`src/rtl/button_event.sv`:
```
// ---------------------------------------------------------------------------
// button_event
//
// Turns a clean, synchronized push-button level into discrete key events:
// PRESS, RELEASE, LONG (held past LONG_TICKS hold ticks) and auto-REPEAT
// (every REPEAT_TICKS ticks once LONG has fired). Events leave through a
// one-entry valid/ready buffer; an event that finds the buffer occupied and
// not being drained is dropped and the sticky overflow flag is raised.
//
// Configuration macro: BUTTON_EVENT_REPEAT_EN
//   defined   : LONGHOLD emits REPEAT events every REPEAT_TICKS ticks.
//   undefined : no REPEAT logic; LONGHOLD only waits for the release and
//               code 2'b11 is never produced.
//
// Parameters
//   TICK_DIV     clock cycles per hold tick (>= 2)
//   LONG_TICKS   hold ticks before LONG (>= 1)
//   REPEAT_TICKS hold ticks between REPEATs (>= 1)
//
// Ports
//   clk        in   system clock, rising edge
//   reset_n    in   asynchronous active-low reset
//   btn_level  in   debounced button level, 1 = pressed
//   evt_valid  out  event buffer holds an event
//   evt_ready  in   consumer takes the event when evt_valid && evt_ready
//   evt_code   out  00 PRESS, 01 RELEASE, 10 LONG, 11 REPEAT
//   pressed    out  registered copy of btn_level (previous-cycle level)
//   overflow   out  sticky: an event was dropped (cleared by reset only)
// ---------------------------------------------------------------------------
module button_event #(
    parameter int TICK_DIV     = 100_000,
    parameter int LONG_TICKS   = 500,
    parameter int REPEAT_TICKS = 100
) (
    input  logic       clk,
    input  logic       reset_n,
    input  logic       btn_level,
    output logic       evt_valid,
    input  logic       evt_ready,
    output logic [1:0] evt_code,
    output logic       pressed,
    output logic       overflow
);

    // Parameter sanity check at elaboration; the branch is empty for legal values.
    if (TICK_DIV < 2 || LONG_TICKS < 1 || REPEAT_TICKS < 1) begin : g_bad_params
        $error("button_event: TICK_DIV must be >= 2, LONG_TICKS and REPEAT_TICKS >= 1");
    end

    typedef enum logic [1:0] {
        ST_IDLE     = 2'd0,
        ST_HELD     = 2'd1,
        ST_LONGHOLD = 2'd2
    } state_t;

    typedef enum logic [1:0] {
        EVT_PRESS   = 2'b00,
        EVT_RELEASE = 2'b01,
        EVT_LONG    = 2'b10,
        EVT_REPEAT  = 2'b11
    } evt_t;

    localparam int PW = $clog2(TICK_DIV);
`ifdef BUTTON_EVENT_REPEAT_EN
    localparam int MAX_TICKS = (LONG_TICKS > REPEAT_TICKS) ? LONG_TICKS : REPEAT_TICKS;
    localparam int TW        = $clog2(MAX_TICKS + 1);
    localparam logic [TW-1:0] REPEAT_CNT = TW'(REPEAT_TICKS);
`else
    localparam int TW = $clog2(LONG_TICKS + 1);
`endif
    localparam logic [PW-1:0] PRESC_LAST = PW'(TICK_DIV - 1);
    localparam logic [TW-1:0] LONG_CNT   = TW'(LONG_TICKS);

    state_t        r_state;
    logic [PW-1:0] r_presc;
    logic [TW-1:0] r_tick;
    logic          r_pressed;
    logic          r_valid;
    evt_t          r_code;
    logic          r_overflow;

    logic          w_rise;
    logic          w_fall;
    logic          w_tick;
    logic [TW-1:0] w_tick_inc;
    logic          w_tick_count_en;
    logic          w_long_hit;
    logic          w_repeat_hit;
    logic          w_gen;
    evt_t          w_gen_code;
    logic          w_can_load;

    assign w_rise     = btn_level & ~r_pressed;
    assign w_fall     = ~btn_level & r_pressed;
    // One hold tick per prescaler wrap; the prescaler only runs while held.
    assign w_tick     = (r_state != ST_IDLE) && (r_presc == PRESC_LAST);
    assign w_tick_inc = r_tick + TW'(1);
    // The event fires on the tick that would bring the counter to the
    // threshold, so LONG lands exactly LONG_TICKS*TICK_DIV cycles after PRESS.
    assign w_long_hit = (r_state == ST_HELD) && w_tick && (w_tick_inc == LONG_CNT);

`ifdef BUTTON_EVENT_REPEAT_EN
    assign w_repeat_hit    = (r_state == ST_LONGHOLD) && w_tick && (w_tick_inc == REPEAT_CNT);
    assign w_tick_count_en = (r_state == ST_HELD) || (r_state == ST_LONGHOLD);
`else
    assign w_repeat_hit    = 1'b0;
    assign w_tick_count_en = (r_state == ST_HELD);
`endif

    // At most one event per cycle; a fall outranks a same-cycle LONG/REPEAT tick.
    always_comb begin
        // NOTE: every output of a combinational block gets a default first, so no path can infer a latch.
        w_gen      = 1'b0;
        w_gen_code = EVT_PRESS;
        if (r_state == ST_IDLE) begin
            if (w_rise) begin
                w_gen      = 1'b1;
                w_gen_code = EVT_PRESS;
            end
        end else if (w_fall) begin
            w_gen      = 1'b1;
            w_gen_code = EVT_RELEASE;
        end else if (w_long_hit) begin
            w_gen      = 1'b1;
            w_gen_code = EVT_LONG;
        end else if (w_repeat_hit) begin
            w_gen      = 1'b1;
            w_gen_code = EVT_REPEAT;
        end
    end

    // The buffer can take a new event when empty or when its entry leaves this cycle.
    assign w_can_load = ~r_valid | evt_ready;

    always_ff @(posedge clk or negedge reset_n) begin
        // NOTE: state registers use non-blocking assignments so every register samples pre-edge values.
        if (!reset_n) begin
            r_state    <= ST_IDLE;
            r_presc    <= '0;
            r_tick     <= '0;
            r_pressed  <= 1'b0;
            r_valid    <= 1'b0;
            r_code     <= EVT_PRESS;
            r_overflow <= 1'b0;
        end else begin
            r_pressed <= btn_level;

            case (r_state)
                ST_IDLE: begin
                    r_presc <= '0;
                    r_tick  <= '0;
                    if (w_rise) begin
                        r_state <= ST_HELD;
                    end
                end
                ST_HELD, ST_LONGHOLD: begin
                    if (w_fall) begin
                        r_state <= ST_IDLE;
                        r_presc <= '0;
                        r_tick  <= '0;
                    end else begin
                        r_presc <= w_tick ? '0 : r_presc + PW'(1);
                        if (w_long_hit) begin
                            r_state <= ST_LONGHOLD;
                            r_tick  <= '0;
                        end else if (w_repeat_hit) begin
                            r_tick <= '0;
                        end else if (w_tick && w_tick_count_en) begin
                            r_tick <= w_tick_inc;
                        end
                    end
                end
                default: begin
                    r_state <= ST_IDLE;
                    r_presc <= '0;
                    r_tick  <= '0;
                end
            endcase

            // One-entry event buffer; code is only rewritten on a load, so a
            // pending event stays stable under back-pressure.
            if (w_gen) begin
                if (w_can_load) begin
                    r_valid <= 1'b1;
                    r_code  <= w_gen_code;
                end else begin
                    r_overflow <= 1'b1;
                end
            end else if (r_valid && evt_ready) begin
                r_valid <= 1'b0;
            end
        end
    end

    assign evt_valid = r_valid;
    assign evt_code  = r_code;
    assign pressed   = r_pressed;
    assign overflow  = r_overflow;

endmodule

```
`config.mk`:
```
export PLATFORM = sky130hd
export DESIGN_NAME = button_event
export DESIGN_NICKNAME = d
export VERILOG_FILES = /design/src/rtl/button_event.sv
export SDC_FILE = /design/constraint.sdc
export NUM_CORES = 1
export LEC_CHECK = 0
export CORE_MARGIN = 3
export CORE_UTILIZATION = 59
export CTS_CLUSTER_SIZE = 40
export DETAILED_ROUTE_END_ITERATION = 10
export GPL_TIMING_DRIVEN = 0
export PLACE_DENSITY_LB_ADDON = 0.08
export RECOVER_POWER = 50
export SYNTH_ARGS = -nofsm -noshare
export SYNTH_HDL_FRONTEND = slang
export SYNTH_SLANG_ARGS = --single-unit
```
`constraint.sdc`:
```
create_clock -name clk -period 2.7 [get_ports clk]
set_clock_uncertainty 0.1 [all_clocks]
set_input_delay 0.54 -clock clk [delete_from_list [all_inputs] [get_ports clk]]
set_output_delay 0.54 -clock clk [all_outputs]
set_load 0.02 [all_outputs]
```
==> results.json <==
{
  "outcome": "finished, violations left",
  "failed_checks": "max-capacitance violations, max-slew violations",
  "cts_sinks": 33,
  "crit_path_end_kind": "register",
  "crit_path_start": "btn_level",
  "r2r_cells": 8,
  "tns_ps": 0,
  "syn_avg_cell_area_um2": 9.62,
  "core_um2": 2850,
  "core.rowCount": 19,
  "vias": 1512,
  "power_leakage_nw": 0.779,
  "syn-num-nets": 200,
  "worstMarginPinSlew_ps": 1710,
  "dieArea_um2": 3820,
  "drc": 0,
  "synth_top_area_cell": "dfrtp_1",
  "grt_pass1_wl_um": 6220,
  "rsz0062_at_grt": "no",
  "ys_seq_area_share_pct": 44.9,
  "relSlewSlack_pct": -13.8,
  "cts.clk_slew.worst_paths_ps": 90,
  "netlist_area_um2": 1840,
  "routed-wl-met2_um": 1650,
  "synth-edff-count": 0,
  "synth-warning-count": 0,
  "synthTopCellsByArea": "dfrtp_1, nor2_1, nand3_1",
  "start_util_pct": 64.4,
  "dp_slack_ps": 210,
  "setup_viol": 0,
  "cts-root-buf": "clkbuf_4",
  "cp_max_fo": 10,
  "async_reset_ff_share_pct": 100,
  "clockBufferDepth": 2,
  "antenna-diode-count": 0,
  "top_layer": "met4",
  "met1_length_um": 1720,
  "grt_max_degree": 34,
  "cts_resized": 0,
  "power_w": 0.00113,
  "layout-drive-gt1-share_pct": 7.80,
  "wl_met3_um": 170,
  "r2r_slack_ps": 460,
  "p_sw_share_pct": 33.7,
  "cts_tree": "done",
  "ys_types": 45,
  "setup.worst_path.start_class": "input pin",
  "fin_ws_ps": 428,
  "dr.pass1.iters": 4,
  "setup.worst_path.end": "r_tick[3]",
  "p_comb_share_pct": 26.9,
  "grt_pass1_vias": 1439,
  "timing.fmax_mhz": 440,
  "track_usage_pct": 22.1,
  "hold_path.class": "reg -> reg",
  "drt.antenna.violating_nets": 0,
  "fin_area_um2": 1990,
  "syn_inst": 191,
  "cts_max_level": 2,
  "synth_ff_type": "dfrtp_1",
  "synth_top_area_share_pct": 44.9,
  "grt-ovfl-total": 0,
  "powerDensity_nw_per_um2": 566,
  "drt-total-wl_um": 3620,
  "numCtsBuffers": 5,
  "peakVddDrop_v": 0.000372,
  "antenna_found_initial": 0,
  "placed_area_um2": 1950,
  "final_hold_viol_count": 0,
  "ios": 9,
  "seq_power_share_pct": 50.8,
  "drt_iter0_drc": 87,
  "crit_type": "in -> reg",
  "max_cap_viol_count": 1,
  "switching_power_w": 0.000380,
  "cts_hold_buf": 0,
  "period_needed_ps": 2270,
  "layout.nets": 215,
  "dieHeight_um": 61.8,
  "timing.rr.start": "r_state[0]",
  "cp.arrival_ps": 2410,
  "io_buffer_count": 8,
  "clk_latency_ps": 340,
  "place.gp.congestion": 0.866,
  "post_cts_buffers": 0,
  "dieWidth_um": 61.8,
  "period_share_pct": 84.2,
  "wire_per_inst_um": 15.3,
  "viasPerCell": 6.41,
  "dp_hpwl_um": 2520,
  "synth-seq-cells": 33,
  "slew_violations": 34,
  "required_ps": 2840,
  "power_frac_clock_pct": 22.3,
  "syn2layout_area_growth_pct": 8.44,
  "p_int_w": 0.000748,
  "worstReg2RegEnd": "r_presc[7]"
}
## per-stage QoR
step	hold slack, ps	utilization (%)	cells
floorplan	144	-	191
global placement	399	68.6	230
detailed placement	409	68.4	230
CTS	165	69.9	236
global route	452	69.9	236
finish	418	69.9	236
## power groups by stage
stage | combinational (W) | sequential [W] | clock [W]
after global placement | 0.000300 | 0.000579 | 0
after CTS | 0.000309 | 0.000572 | 0.000253
final | 0.000303 | 0.000573 | 0.000251
after global routing | 0.000339 | 0.000578 | 0.000284
after detailed placement | 0.000307 | 0.000583 | 0
after floorplan | 0.000175 | 0.000605 | 0
## cell families after synthesis
group	synth area share [%]
simple gates	30.0
buf+inv	2.31
xor+xnor	7.15
compound gates	10.6
mux	1.63
flops	44.9
fa+ha+maj	3.40
## routing by layer
layer / global-route usage (%) / vias to the layer above
met5: 0 / -
met4: 10.9 / 0
met3: 7.02 / 9
met2: 32.7 / 43
met1: 29.1 / 731
li1: - / 729
## cell usage after synthesis, types with 3 or more instances
cell type and instances:
xor2_1 7, nor2_1 21, nor4_1 4, nor3_1 6
nand3_1 14, ha_1 5, dfrtp_1 33, xnor2_1 8
a21oi_1 4, nand2b_1 7, inv_1 6, and3_1 5
nand2_1 10, nand4b_1 3, o211ai_1 5, o21ai_0 7
mux2i_1 3, nand4_1 10
## critical path: stages
cell	delay (ps)
dlygate4sd3_1	580
nand2b_1	240
and2_1	160
clkbuf_1	240
clkbuf_1	370
o211ai_1	180
o31ai_1	110
## how the worst min path moves through the flow
| stage | slack (ps) | from | endpoint | cells after the start |
|---|---|---|---|---|
| final | 420 | r_presc[0] | r_presc[0] | 1 |
| after global routing | 450 | r_presc[0] | r_presc[0] | 1 |
| after CTS | 170 | reset_n | r_tick[5] | 1 |
| after detailed placement | 410 | r_presc[0] | r_presc[0] | 1 |
| after global placement | 400 | r_presc[0] | r_presc[0] | 1 |
| after floorplan | 140 | reset_n | evt_code[0] | 0 |
## sequential cells by signal, indices dropped and copies added (netlist names)
signal     flops
evt_valid      1
r_tick         9
r_presc       17
pressed        1
overflow       1
evt_code       2
r_state        2
## cell usage in the layout, fill, tap and decap left out, drive strengths merged, types with 6 or more instances in the layout
cell type	synthesis	final
o21ai	8	8
nor2	21	21
nand2	11	11
nand3	15	15
xnor2	8	8
nor3	8	8
nand4	10	10
nand2b	7	7
dfrtp	33	33
inv	6	6
clkbuf	2	8
xor2	7	7
## final cells by class
type | instances | area, um2
buffer | 4 | 20.0
timing repair buffer | 8 | 73.8
multi-input combinational | 148 | 970
clock inverter | 1 | 5.00
fill | 237 | 860
clock buffer | 5 | 37.5
inverter | 6 | 22.5
sequential | 33 | 826
tap | 31 | 38.8
Note: power is estimated with default switching activity, not from simulation.
